[src/rtl/core_pkg.sv]
// Shared core definitions: memory port identifiers and default memory geometry.
package core_pkg;

    typedef enum logic {
        PORT_IF = 1'b0,
        PORT_LS = 1'b1
    } mem_port_e;

    localparam int unsigned CORE_ADDR_WIDTH = 12;
    localparam int unsigned CORE_DATA_WIDTH = 32;

endpackage

[src/rtl/rr_arbiter2.sv]
// Two-request round-robin arbiter. Bit 0 is the fetch port, bit 1 the load/store port.
module rr_arbiter2
    import core_pkg::*;
(
    input  logic       clk,
    input  logic       rst,
    input  logic [1:0] req_i,
    output logic [1:0] gnt_o
);

    mem_port_e last_winner_q;
    mem_port_e last_winner_d;

    // Priority only rotates on contention; a lone requester does not disturb it.
    always_comb begin
        gnt_o         = '0;
        last_winner_d = last_winner_q;
        if (!rst) begin
            unique case (req_i)
                2'b01: gnt_o = 2'b01;
                2'b10: gnt_o = 2'b10;
                2'b11: begin
                    if (last_winner_q == PORT_IF) begin
                        gnt_o         = 2'b10;
                        last_winner_d = PORT_LS;
                    end else begin
                        gnt_o         = 2'b01;
                        last_winner_d = PORT_IF;
                    end
                end
                default: gnt_o = '0;
            endcase
        end
    end

    always_ff @(posedge clk) begin
        if (rst) begin
            last_winner_q <= PORT_IF;
        end else begin
            last_winner_q <= last_winner_d;
        end
    end

endmodule

[src/rtl/mem_port_arbiter.sv]
// Shares one single-port synchronous memory between instruction fetch and load/store,
// routing each read response back to its owner one cycle after the grant.
module mem_port_arbiter
    import core_pkg::*;
#(
    parameter int unsigned ADDR_WIDTH = CORE_ADDR_WIDTH,
    parameter int unsigned DATA_WIDTH = CORE_DATA_WIDTH,
    parameter int unsigned CNT_WIDTH  = 16
) (
    input  logic                    clk,
    input  logic                    rst,

    input  logic                    if_req,
    input  logic [ADDR_WIDTH-1:0]   if_addr,
    output logic                    if_gnt,
    output logic                    if_rvalid,
    output logic [DATA_WIDTH-1:0]   if_rdata,

    input  logic                    ls_req,
    input  logic                    ls_we,
    input  logic [DATA_WIDTH/8-1:0] ls_be,
    input  logic [ADDR_WIDTH-1:0]   ls_addr,
    input  logic [DATA_WIDTH-1:0]   ls_wdata,
    output logic                    ls_gnt,
    output logic                    ls_rvalid,
    output logic [DATA_WIDTH-1:0]   ls_rdata,

    output logic                    mem_en,
    output logic [DATA_WIDTH/8-1:0] mem_we,
    output logic [ADDR_WIDTH-1:0]   mem_addr,
    output logic [DATA_WIDTH-1:0]   mem_wdata,
    input  logic [DATA_WIDTH-1:0]   mem_rdata,

    output logic [CNT_WIDTH-1:0]    conflict_cnt
);

    logic [1:0]           gnt;
    logic                 rsp_valid_q;
    logic                 rsp_valid_d;
    mem_port_e            rsp_owner_q;
    mem_port_e            rsp_owner_d;
    logic [CNT_WIDTH-1:0] conflict_q;
    logic [CNT_WIDTH-1:0] conflict_d;

    rr_arbiter2 u_arb (
        .clk   (clk),
        .rst   (rst),
        .req_i ({ls_req, if_req}),
        .gnt_o (gnt)
    );

    assign if_gnt = gnt[0];
    assign ls_gnt = gnt[1];

    always_comb begin
        mem_en    = 1'b0;
        mem_we    = '0;
        mem_addr  = if_addr;
        mem_wdata = ls_wdata;
        if (ls_gnt) begin
            mem_en   = 1'b1;
            mem_addr = ls_addr;
            if (ls_we) begin
                mem_we = ls_be;
            end
        end else if (if_gnt) begin
            mem_en = 1'b1;
        end
    end

    always_comb begin
        rsp_valid_d = if_gnt | (ls_gnt & ~ls_we);
        rsp_owner_d = ls_gnt ? PORT_LS : PORT_IF;
    end

    always_comb begin
        conflict_d = conflict_q;
        if (if_req && ls_req && (conflict_q != '1)) begin
            conflict_d = conflict_q + 1'b1;
        end
    end

    always_ff @(posedge clk) begin
        if (rst) begin
            rsp_valid_q <= 1'b0;
            rsp_owner_q <= PORT_IF;
            conflict_q  <= '0;
        end else begin
            rsp_valid_q <= rsp_valid_d;
            rsp_owner_q <= rsp_owner_d;
            conflict_q  <= conflict_d;
        end
    end

    // Gating with rst keeps a response from the cycle before reset from surfacing.
    assign if_rvalid    = rsp_valid_q && !rst && (rsp_owner_q == PORT_IF);
    assign ls_rvalid    = rsp_valid_q && !rst && (rsp_owner_q == PORT_LS);
    assign if_rdata     = mem_rdata;
    assign ls_rdata     = mem_rdata;
    assign conflict_cnt = conflict_q;

endmodule

[config.mk]
export PLATFORM = sky130hd
export DESIGN_NAME = mem_port_arbiter
export DESIGN_NICKNAME = d
export VERILOG_FILES = /design/src/rtl/core_pkg.sv /design/src/rtl/rr_arbiter2.sv /design/src/rtl/mem_port_arbiter.sv
export SDC_FILE = /design/constraint.sdc
export NUM_CORES = 1
export LEC_CHECK = 0
export BUFFER_PORTS_ARGS = -buffer_cell sky130_fd_sc_hd__buf_2
export CAP_MARGIN = 20
export CORE_ASPECT_RATIO = 0.5
export CORE_MARGIN = 2
export CORE_UTILIZATION = 30
export CTS_CLUSTER_SIZE = 20
export DETAILED_ROUTE_END_ITERATION = 6
export PLACE_DENSITY = 0.9
export SYNTH_ARGS = -nofsm -noshare
export SYNTH_HDL_FRONTEND = slang
export SYNTH_SLANG_ARGS = --single-unit
[constraint.sdc]
create_clock -name clk -period 2 [get_ports clk]
set_clock_uncertainty 0.15 [all_clocks]
set_input_delay 0.1 -clock clk [delete_from_list [all_inputs] [get_ports clk]]
set_output_delay 0.1 -clock clk [all_outputs]
set_load 0.05 [all_outputs]
# Word-level counts from Yosys, hierarchy flattened

Cells that the tools add are included.

Register bits after elaboration: 19
Input port bits: 97
Output and inout port bits: 133
Word-level logic and storage cells: 29

Add/sub/neg operators: 1
Equal/unequal tests: 4
Multiplexer cells: 10
Bitwise gates (word level): 4
Reduce and logical (&&, ||, !) cells: 6

Operators by type and width:

| operator                                            | count |
|---|---|
| adder 16 x 1 -> 16 bit, second input constant       | 1 |
| != test 16 bit, second input constant               | 1 |
| two-way mux 12 bit                                  | 1 |
| two-way mux 4 bit                                   | 2 |
| one-hot mux 2 bit (3 select lines)                  | 1 |
| logical AND 1 bit                                   | 5 |
| equality test 2 bit, second input constant          | 2 |
| two-way mux 1 bit                                   | 4 |
| two-way mux 2 bit                                   | 2 |
| equality test 2 x 1 -> 1 bit, second input constant | 1 |
| NOT 1 bit                                           | 2 |
| bitwise AND 1 bit                                   | 1 |
| zero test 1 bit                                     | 1 |
| bitwise OR 1 bit                                    | 1 |

# Depth between registers and ports, before layout

Gate-level depths: netlist (run 1).

Depth in word-level cells: 5
Gate-level depth with buffers: 6
Depth with buffers taken out: 5

# Hierarchy

From an unflattened synthesis (run 1), not the netlist that was laid out.

Cell total of the unflattened synthesis: 233
Area total of the unflattened synthesis: 1919.3 um^2

Modules (own cells, without submodules):

| module           | times used | cells an instance | area an instance (um^2) | sequential area each (um^2) |
|---|---|---|---|---|
| mem_port_arbiter | 1          | 225               | 1848.0                  | 360.3 |
| rr_arbiter2      | 1          | 8                 | 71.3                    | 20.0 |

# Worst setup path before layout (run 1)

No wires, ideal clock.

Kind: register to register
From: register conflict_q[4] (netlist: conflict_cnt[4])
To: register conflict_q[13] (netlist: conflict_cnt[13])
Setup time: 121 ps
Arrival: 2028 ps
Data required time: 1729 ps
Setup slack: -298 ps
Cell stages (with the launch flop): 6
Path buffers: 1
Period minus slack after synthesis: 2298 ps
Cell sequence: dfxtp_1 -> nand4_2 -> buf_6 -> or3_1 -> nor4b_1 -> mux2_2

Cells in the longest elaborated chain, start to end: 2
Elaborated cells between the ends (all ways): 3
Classes of those cells: add/sub: 1; eq/ne: 1; reduce/logical: 1

Ends and longest elaborated chain:

| element                                                                        | line                   | RTL |
|---|---|---|
| from (decl)                                                                    | mem_port_arbiter.sv:42 | `logic [CNT_WIDTH-1:0] conflict_q;` |
| from (signal assigned)                                                         | mem_port_arbiter.sv:91 | `conflict_q <= conflict_d;` |
| parallel branches: the longest is 2 deep, another holds adder 16 x 1 -> 16 bit | n/a                    |  |

Several ways; the timed one is not identified.
A chain may end at the register's enable or synchronous reset.

# Final worst setup path (run 1)

From: register conflict_q[5] (netlist: conflict_cnt[5])
To: register conflict_q[11] (netlist: conflict_cnt[11])

Same word-level chain as after synthesis.

==> results of run 1 <==
-- cells in the final DEF, fill, tap and decap left out, drive strengths merged, types with 3 or more instances in the layout --
cell | synthesis | layout
nor2 | 11 | 11
dfxtp | 19 | 19
o21ai | 3 | 3
inv | 8 | 8
clkbuf | 4 | 4
or4 | 5 | 5
or3 | 6 | 6
o31ai | 5 | 5
nor4 | 5 | 5
a21oi | 9 | 9
and3 | 6 | 6
mux2 | 15 | 15
nand2 | 3 | 3
buf | 99 | 80
a211oi | 3 | 3
nand4 | 5 | 5
-- through the flow --
step | total power [mW] | instances | hold slack [ps] | TNS, ps
detailed placement | 0.6312 | 280 | 50.34 | 0
global placement | 0.6273 | 280 | 50.34 | 0
global route | 1.074 | 286 | 50.12 | -1.701
CTS | 1.046 | 286 | 34.99 | 0
floorplan | 1.078 | 226 | 51.40 | -28.39
finish | 1.041 | 286 | 37.84 | 0
-- routing by layer --
| metal | global-route usage [%] | vias to the layer above | share of wire (%) |
|---|---|---|---|
| li1 | - | 650 | - |
| met1 | 9.779 | 616 | 33 |
| met2 | 20.08 | 68 | 52 |
| met3 | 5.112 | 22 | 12 |
| met4 | 6.196 | 0 | 2.6 |
| met5 | 0 | - | 0 |
-- cells by family (layout without fill, tap and decap cells) --
kind of cell    after synthesis  count (layout)  share of synthesized area (%)
buf+inv                     111              94                          42.50
simple gates                 52              52                          16.62
compound gates               25              25                          9.054
flops                        19              19                          20.54
mux                          16              16                          9.662
xor+xnor                      2               2                         0.9461
fa+ha+maj                     1               1                         0.6756
-- registers in the layout (all words and copies together), names as in the netlist --
register	cells
conflict_cnt	16
rsp_valid_q	1
u_arb.last_winner_q	1
rsp_owner_q	1
-- final cells by class --
class                   instances  area, um2
repair buffers                 82      447.9
inverters                       8      30.03
multi-input cells              96      701.9
flip-flops and latches         19      409.1
well taps                      77      96.34
clock buffers                   4      78.83
fillers                       654       4242
-- worst max-delay path, delay by kind of cell, from the launching register on --
family | cells | cell delay, ps
simple gates | 3 | 900
mux | 1 | 360
flops | 1 | 360
-- worst max-delay path by stage --
| stage | slack, ps | depth (start not counted) | endpoint | start |
|---|---|---|---|---|
| after floorplan | -30 | 4 | conflict_cnt[13] | conflict_cnt[10] |
| after global placement | 130 | 4 | conflict_cnt[13] | conflict_cnt[4] |
| after detailed placement | 70 | 4 | conflict_cnt[11] | conflict_cnt[5] |
| after CTS | 70 | 4 | conflict_cnt[11] | conflict_cnt[4] |
| after global routing | -2 | 5 | conflict_cnt[10] | conflict_cnt[0] |
| final | 110 | 4 | conflict_cnt[11] | conflict_cnt[5] |
-- power breakdown --
part	switching, mW	total [mW]	internal [mW]
Combinational	0.157	0.237	0.0804
Sequential	0.00643	0.388	0.381
Clock	0.145	0.416	0.271
Total	0.308	1.04	0.733
-- repair_timing --
item                                   in CTS  in global routing
gates resized for setup                     0                  2
setup endpoints to repair                   0                  2
hold buffers                                2                  0
buffers inserted                            0                  0
endpoints found under the hold margin       2                  0
==> summary.txt, run 1 <==
Run status
  • Status: completed

Clock network
  • Clock root cell: clkbuf_16
  • H-Tree Depth: 1
  • CTS buffer count: 3
  • Clock-pin slew of the registers on the worst-case setup and hold paths: approximately 50 ps
  • CTS tree: built
  • Clock sink count: 19
  • Worst skew pair latency: around 250 ps
  • Clock buffer depth: 2

Logic synthesis
  • Post-Syn Instances: approximately 230
  • Ys async rst share: 0%
  • Post-synth EDFFs: 0
  • Post-Syn Area: 0.001852 mm2
  • Net count after synthesis: 324
  • Distinct cell type count of the synthesized netlist: 37
  • Syn. warnings: 0
  • Top cells by count, synth: buf_4, dfxtp_1, mux2_2, nor2_1, a21oi_1
  • Syn Area/Cell: a little over 8 um2
  • Synth top area share: just under 40%
  • Yosys reg bits: 19
  • Biggest area consumer among synthesized cells: buf_4
  • Top_reg_cell synth: dfxtp_1
  • Sequential share of the synthesized area: roughly 21%
  • Top-count cell post-synth: buf_4
  • Area contributors post-synth: buf_4, dfxtp_1, mux2_2

Floorplanning
  • Die width: 115.1 um
  • Core area: 0.006006 mm2
  • I/O Pins: 230
  • Rows: 20
  • Starting density of the core: between 30% and 40%
  • Overall die height: 59.56 um
  • Die Footprint: about 0.007 mm2

Detailed routing
  • Vias: 1356
  • Via density: approximately 4.7
  • Initial DRC count: 45
  • Remaining DRCs: 0
  • Post-route antenna net violation count: 0
  • WL final: 4013 um
  • Routed len/inst: approximately 14 um
  • Router iterations before antenna repair: 4

STA
  • Final setup vio count: 0
  • Slew Limit Fails: 0
  • Slew @ Worst Pin: slightly below 400 ps
  • Fin crit share: between 90% and 100%
  • Final WS setup: around 110 ps
  • Relative slew slack: roughly three quarters
  • Unrepaired setup endpoints after global routing: yes
  • Final min period: roughly 1900 ps
  • Number of hold violations in the final report: 0
  • Fmax: around 0.53 GHz

Worst setup path
  • Crit path max-delay cell type: or3_1
  • Worst Path Required: 1990 ps
  • Setup crit end kind: register
  • Startpoint types: register
  • Worst R2R Path Depth: 4
  • Category of the most critical setup path: register to register
  • CP peak stage delay: 440 ps
  • CP max FO: 7
  • Crit Reg-Reg Startpoint: conflict_cnt[5]
  • Critical R2R Capture: conflict_cnt[11]
  • Worst path cell trace: nand4_2 > or3_1 > nor4b_2 > mux2_2
  • WP data arrival: around 1900 ps
  • R2R setup slack: between 100 and 150 ps

Worst hold path
  • Min-delay src: ls_req
  • Min-Delay Endpoint: rsp_owner_q
  • Hold Crit Depth: 3
  • HP Class: input pin to register

GRT
  • All-Layer GR Usage: between 10% and 20%
  • Pin count of the biggest net entering global routing: 25
  • Initial antenna violation count: 0
  • First-pass GRT wire length: a little under 6000 um
  • Remaining Overflow, GRT: 0
  • Via count of the first global-routing pass: 1254

Final layout
  • Final core occ: just under 30%
  • Fin area: roughly 0.0018 mm2
  • # diodes: 0
  • Synth-to-Final Area Change: -4.730%
  • Share of cells above drive strength 1: about three fifths
  • Layout Nets: between 300 and 400

Placed design
  • GP Congestion: around 0.8
  • Post-DP HPWL: between 3000 and 4000 um
  • Placed cell areas: roughly 0.0017 mm2
  • Buffers on Ports: between 60 and 70
  • Placement-stage worst setup slack: roughly 74 ps

Run
  • Maxcap violations: 0

Power and ir drop
  • Power density over cell area: 589.9 mW/mm2
  • Peak VDD IR: about 0.00025 V
  • Leak: between 0.8 and 0.9 nW
Power figures use the tool's default switching activity.
==> run 2: changes to the inputs <==
--- a/config.mk
+++ b/config.mk
@@ -12,6 +12,7 @@
 export CORE_UTILIZATION = 30
 export CTS_CLUSTER_SIZE = 20
 export DETAILED_ROUTE_END_ITERATION = 6
+export MAX_ROUTING_LAYER = met4
 export PLACE_DENSITY = 0.9
 export SYNTH_ARGS = -nofsm -noshare
 export SYNTH_HDL_FRONTEND = slang
==> summary.txt, run 2 (synthesis gave the netlist of run 1 again) <==
STA
  • Slew @ Worst Pin: 391.1 ps
  • Fin crit share: about 95%
  • Relative slew slack: between 70% and 80%
  • Final WS setup: about 110 ps
  • Unrepaired setup endpoints after global routing: yes
  • Final min period: 1891 ps
  • Fmax: 0.5287 GHz
  • Number of hold violations in the final report: 0
  • Final setup vio count: 0
  • Hold_ws: 34.85 ps
  • Final setup TNS: 0 ps
  • Slew Limit Fails: 0

Final layout
  • Max reg flops: 16
  • Fill count: roughly 650
  • Final core occ: 29.38%
  • Commonest non-fill, non-tap cell in the layout: buf_2
  • Most frequent cells in the layout: buf_2, mux2_2, nor2_1, dfxtp_2, buf_4
  • Final Non-Filler Cells: 286
  • Fin area: about 0.0018 mm2
  • # diodes: 0
  • Layout Nets: 308
  • Synth-to-Final Area Change: -4.730%
  • Share of cells above drive strength 1: about three fifths

GRT
  • Via count of the first global-routing pass: 1251
  • Initial antenna violation count: 0
  • Remaining Overflow, GRT: 0
  • Pin count of the biggest net entering global routing: 25
  • First-pass GRT wire length: approximately 5900 um
  • All-Layer GR Usage: ~11%

Clock network
  • Worst skew pair latency: 260 ps
  • Clock buffer depth: 2
  • Clock sink count: 19
  • CTS buffer count: 3
  • # Post-CTS Setup Buffers: 0
  • CTS tree: built
  • Clock root cell: clkbuf_16
  • H-Tree Depth: 1
  • Clock-pin slew of the registers on the worst-case setup and hold paths: 50 ps

Worst hold path
  • HP Class: input pin to register

Worst setup path
  • CP endpoint: conflict_cnt[13]
  • CP Launch Point: conflict_cnt[0]
  • WP data arrival: approximately 1900 ps
  • Critical R2R Capture: conflict_cnt[13]
  • Worst Path Required: 1990 ps
  • Setup crit end kind: register
  • R2R setup slack: ~110 ps
  • Category of the most critical setup path: register to register
  • Startpoint types: register
  • CP max FO: 4
  • Crit Reg-Reg Startpoint: conflict_cnt[0]
  • Worst R2R Path Depth: 6

Power and ir drop
  • Power Internal: between 0.7 and 0.8 mW
  • Part of the power in registers: 37.1%
  • Power density over cell area: between 500 and 600 mW/mm2
  • Leak: ~0.80 nW
  • Clk pwr share: between 40% and 50%
  • Switching pwr: between 0.3 and 0.4 mW
  • Logic pwr share: roughly 23%
  • Sw Share: between 20% and 30%
  • Peak VDD IR: 0.0002523 V
  • Overall Power: ~1.0 mW

Floorplanning
  • Die width: 115.1 um
  • Core area: 0.006006 mm2
  • Rows: 20
  • Starting density of the core: a little under a third
  • Die Footprint: roughly 0.0069 mm2
  • I/O Pins: 230
  • Overall die height: ~60 um

Detailed routing
  • Vias: approximately 1400
  • Initial DRC count: 50
  • Remaining DRCs: 0
  • WL final: just over 4000 um
  • Post-route antenna net violation count: 0
  • Router iterations before antenna repair: 4
  • Via density: 4.741
  • Routed len/inst: between 10 and 15 um

Placed design
  • Placed cell areas: around 0.0017 mm2
  • Buffers on Ports: 69
  • Placed Instances: 280
  • Post-DP HPWL: 3109 um
  • GP Congestion: between 0.8 and 0.9
  • Placement-stage worst setup slack: 73.83 ps

Run status
  • Status: completed

Run
  • Maxcap violations: 0
==> run 2: cell counts in the layout (fill, tap and decap cells not counted) <==
No cell type changed its count.
==> run 2: layout make-up <==
class	count	area, um2	area share, %
clock buffer	4	78.83	4.468
inverter	8	30.03	1.702
multi-input combinational	96	701.9	39.79
sequential	19	409.1	23.19
tap	77	96.34	5.461
timing repair buffer	82	447.9	25.39
==> run 2: worst min-delay path by stage <==
stage,to,startpoint,cells after the start,slack [ps]
final,rsp_owner_q,ls_req,3,30
after global routing,mem_wdata[11],ls_wdata[11],0,50
after CTS,rsp_owner_q,ls_req,3,30
after detailed placement,mem_wdata[10],ls_wdata[10],0,50
after global placement,mem_wdata[10],ls_wdata[10],0,50
after floorplan,rsp_owner_q,if_req,1,50
==> run 2: power by group through the flow <==
stage               clock [mW]  combinational (mW)  sequential [mW]
floorplan                    0               0.674            0.404
global placement             0               0.232            0.395
detailed placement           0               0.235            0.396
CTS                      0.419               0.239            0.388
global route             0.440               0.250            0.389
finish                   0.420               0.237            0.388
==> run 2: layer usage <==
layer	part of all wire, %	up-vias	track usage [%]
met5	0	-	-
met4	2.7	0	6.196
met3	13	24	5.726
met2	51	77	20.08
met1	33	606	9.779
li1	-	649	-
==> run 2: repair_timing <==
action | CTS | global route
hold buffers | 2 | 0
endpoints found under the setup margin | 0 | 2
resized for setup | 0 | 2
endpoints found under the hold margin | 2 | 0
==> run 2: critical path: stages, from the launching register on <==
cell and delay [ps]:
dfxtp_2 330, ha_1 230, nand4_1 150, nor4_2 70, buf_4 170, nor4b_1 310, mux2_2 370
==> run 3: changes to the inputs <==
--- a/config.mk
+++ b/config.mk
@@ -5,15 +5,16 @@
 export SDC_FILE = /design/constraint.sdc
 export NUM_CORES = 1
 export LEC_CHECK = 0
+export ABC_AREA = 1
 export BUFFER_PORTS_ARGS = -buffer_cell sky130_fd_sc_hd__buf_2
 export CAP_MARGIN = 20
 export CORE_ASPECT_RATIO = 0.5
 export CORE_MARGIN = 2
-export CORE_UTILIZATION = 30
+export CORE_UTILIZATION = 32
 export CTS_CLUSTER_SIZE = 20
 export DETAILED_ROUTE_END_ITERATION = 6
 export MAX_ROUTING_LAYER = met4
-export PLACE_DENSITY = 0.9
+export PLACE_DENSITY = 0.91
 export SYNTH_ARGS = -nofsm -noshare
 export SYNTH_HDL_FRONTEND = slang
 export SYNTH_SLANG_ARGS = --single-unit
==> summary.txt, run 3 <==
STA
  • Final min period: 1862 ps
  • Final WS setup: about 140 ps
  • Fin crit share: between 90% and 100%
  • Final setup vio count: 0
  • Slew @ Worst Pin: between 200 and 300 ps
  • Slew Limit Fails: 0
  • Relative slew slack: slightly above 80%
  • Hold_ws: around 50 ps
  • Unrepaired setup endpoints after global routing: no
  • Fmax: 0.5370 GHz
  • Final setup TNS: 0 ps
  • Number of hold violations in the final report: 0

Power and ir drop
  • Part of the power in registers: around 36%
  • Clk pwr share: around 39%
  • Power density over cell area: roughly 560 mW/mm2
  • Switching pwr: around 0.34 mW
  • Leak: ~1 nW
  • Overall Power: between 1 and 1.5 mW
  • Peak VDD IR: ~0.00025 V
  • Power Internal: ~0.73 mW
  • Sw Share: about a third
  • Logic pwr share: roughly a quarter

Logic synthesis
  • Post-Syn Instances: between 300 and 400
  • Synth top area share: 35.89%
  • Top cells by count, synth: buf_4, nand2_1, nor2_1, dfxtp_1, inv_1
  • Area contributors post-synth: buf_4, dfxtp_1, nand2_1
  • Post-synth EDFFs: 0
  • Yosys reg bits: 19
  • Top-count cell post-synth: buf_4
  • Syn. warnings: 0
  • Syn Area/Cell: 6.451 um2
  • Post-Syn Area: 0.002071 mm2
  • Net count after synthesis: ~420
  • Sequential share of the synthesized area: 18.37%
  • Biggest area consumer among synthesized cells: buf_4
  • Distinct cell type count of the synthesized netlist: 22
  • Top_reg_cell synth: dfxtp_1
  • Ys async rst share: 0%

Final layout
  • Final Non-Filler Cells: around 390
  • Max reg flops: 16
  • Synth-to-Final Area Change: -7.734%
  • Layout Nets: between 300 and 400
  • Share of cells above drive strength 1: 33.89%
  • Fin area: between 0.0015 and 0.002 mm2
  • Most frequent cells in the layout: nand2_1, buf_2, nor2_1
  • Area of the multi-input gates: about 860 um2
  • Register Area: 380.4 um2
  • # diodes: 0
  • Fill count: between 600 and 700
  • Final core occ: a little under a third
  • Commonest non-fill, non-tap cell in the layout: nand2_1

Clock network
  • CTS buffer count: 3
  • Clock buffer depth: 2
  • # Post-CTS Setup Buffers: 0
  • Clock root cell: clkbuf_16
  • Worst skew pair latency: 260 ps
  • CTS tree: built
  • Clock sink count: 19
  • H-Tree Depth: 1

Floorplanning
  • Starting density of the core: 33.64%
  • Die width: about 120 um
  • I/O Pins: 230
  • Rows: 20
  • Die Footprint: 0.007170 mm2
  • Overall die height: 60.88 um
  • Core area: between 0.006 and 0.007 mm2

Detailed routing
  • Initial DRC count: 40
  • Routed len/inst: 11.38 um
  • Router iterations before antenna repair: 4
  • Via density: 4.303
  • WL final: roughly 4400 um
  • Remaining DRCs: 0
  • Post-route antenna net violation count: 0
  • Vias: 1661

GRT
  • Via count of the first global-routing pass: 1421
  • Pin count of the biggest net entering global routing: 19
  • All-Layer GR Usage: approximately an eighth
  • Remaining Overflow, GRT: 0
  • First-pass GRT wire length: between 6000 and 7000 um
  • Initial antenna violation count: 0

Worst hold path
  • HP Class: input pin to output pin

Run status
  • Status: completed

Worst setup path
  • WP data arrival: 1610 ps
  • Worst Path Required: roughly 1800 ps
  • Category of the most critical setup path: input pin to output pin
  • Startpoint types: input pin
  • CP max FO: 18
  • Setup crit end kind: output pin

Placed design
  • Placement-stage worst setup slack: about 280 ps
  • Placed cell areas: about 0.0018 mm2
  • Buffers on Ports: ~70
  • GP Congestion: just under 0.9
  • Post-DP HPWL: around 3400 um
  • Placed Instances: 379

Run
  • Maxcap violations: 0
run 3: changes by cell type in the layout (fill, tap and decap cells not counted), moves of 6 or more:
cell | before | now
nand2_1 | 3 | 88
nor2_1 | 11 | 42
dfxtp_1 | 4 | 19
mux2_2 | 15 | 0
dfxtp_2 | 11 | 0
buf_4 | 11 | 1
inv_1 | 8 | 18
nand3_1 | 2 | 11
nor2_4 | 0 | 6
or3_1 | 6 | 0
run 3: final timing paths:
check | startpoint | endpoint | slack [ps] | depth (start not counted)
worst max-delay path | rst | mem_addr[0] | 140 | 8
worst min-delay path | ls_wdata[27] | mem_wdata[27] | 50 | 0
worst max register to register | conflict_cnt[0] | conflict_cnt[13] | 260 | 6
worst min register to register | conflict_cnt[12] | conflict_cnt[12] | 370 | 2
run 3: layer usage:
layer	part of all wire (%)	global-route usage [%]	up-vias
li1	-	-	833
met1	35	11.28	713
met2	49	19.52	102
met3	12	6.297	13
met4	2.8	7.401	0
met5	0	-	-
run 3: area by class of cell:
type / count / area share, %
Inverter: 21 / 4.322
Timing Repair Buffer: 73 / 20.37
Multi-Input combinational cell: 180 / 45.12
Tap cell: 88 / 5.763
Timing Repair inverter: 1 / 0.3929
Clock buffer: 4 / 4.126
Sequential cell: 19 / 19.91
run 3: repair_timing:
action	CTS	global route
endpoints found under the setup margin	0	12
gates resized for setup	0	6
hold endpoints to repair	2	0
hold buffers	2	0
run 3: cells by family (layout without fill, tap and decap cells):
group | after synthesis | after routing | synth area share (%)
compound gates | 13 | 13 | 3.263
buf+inv | 122 | 99 | 40.48
fa+ha+maj | 1 | 1 | 0.6041
simple gates | 166 | 166 | 37.28
flops | 19 | 19 | 18.37
run 3: power groups by stage:
stage | clock network (mW) | logic (mW) | registers [mW]
final | 0.423 | 0.261 | 0.391
after CTS | 0.432 | 0.256 | 0.391
after global placement | 0 | 0.249 | 0.399
after floorplan | 0 | 0.687 | 0.409
after detailed placement | 0 | 0.253 | 0.399
after global routing | 0.443 | 0.282 | 0.392
run 3: worst max-delay path, stage by stage:
cell           delay (ps)
dlygate4sd3_1         520
buf_2                 130
clkinv_1               90
nand3_2               180
buf_6                 200
nand2_1                70
nand2_1                60
buf_2                 250
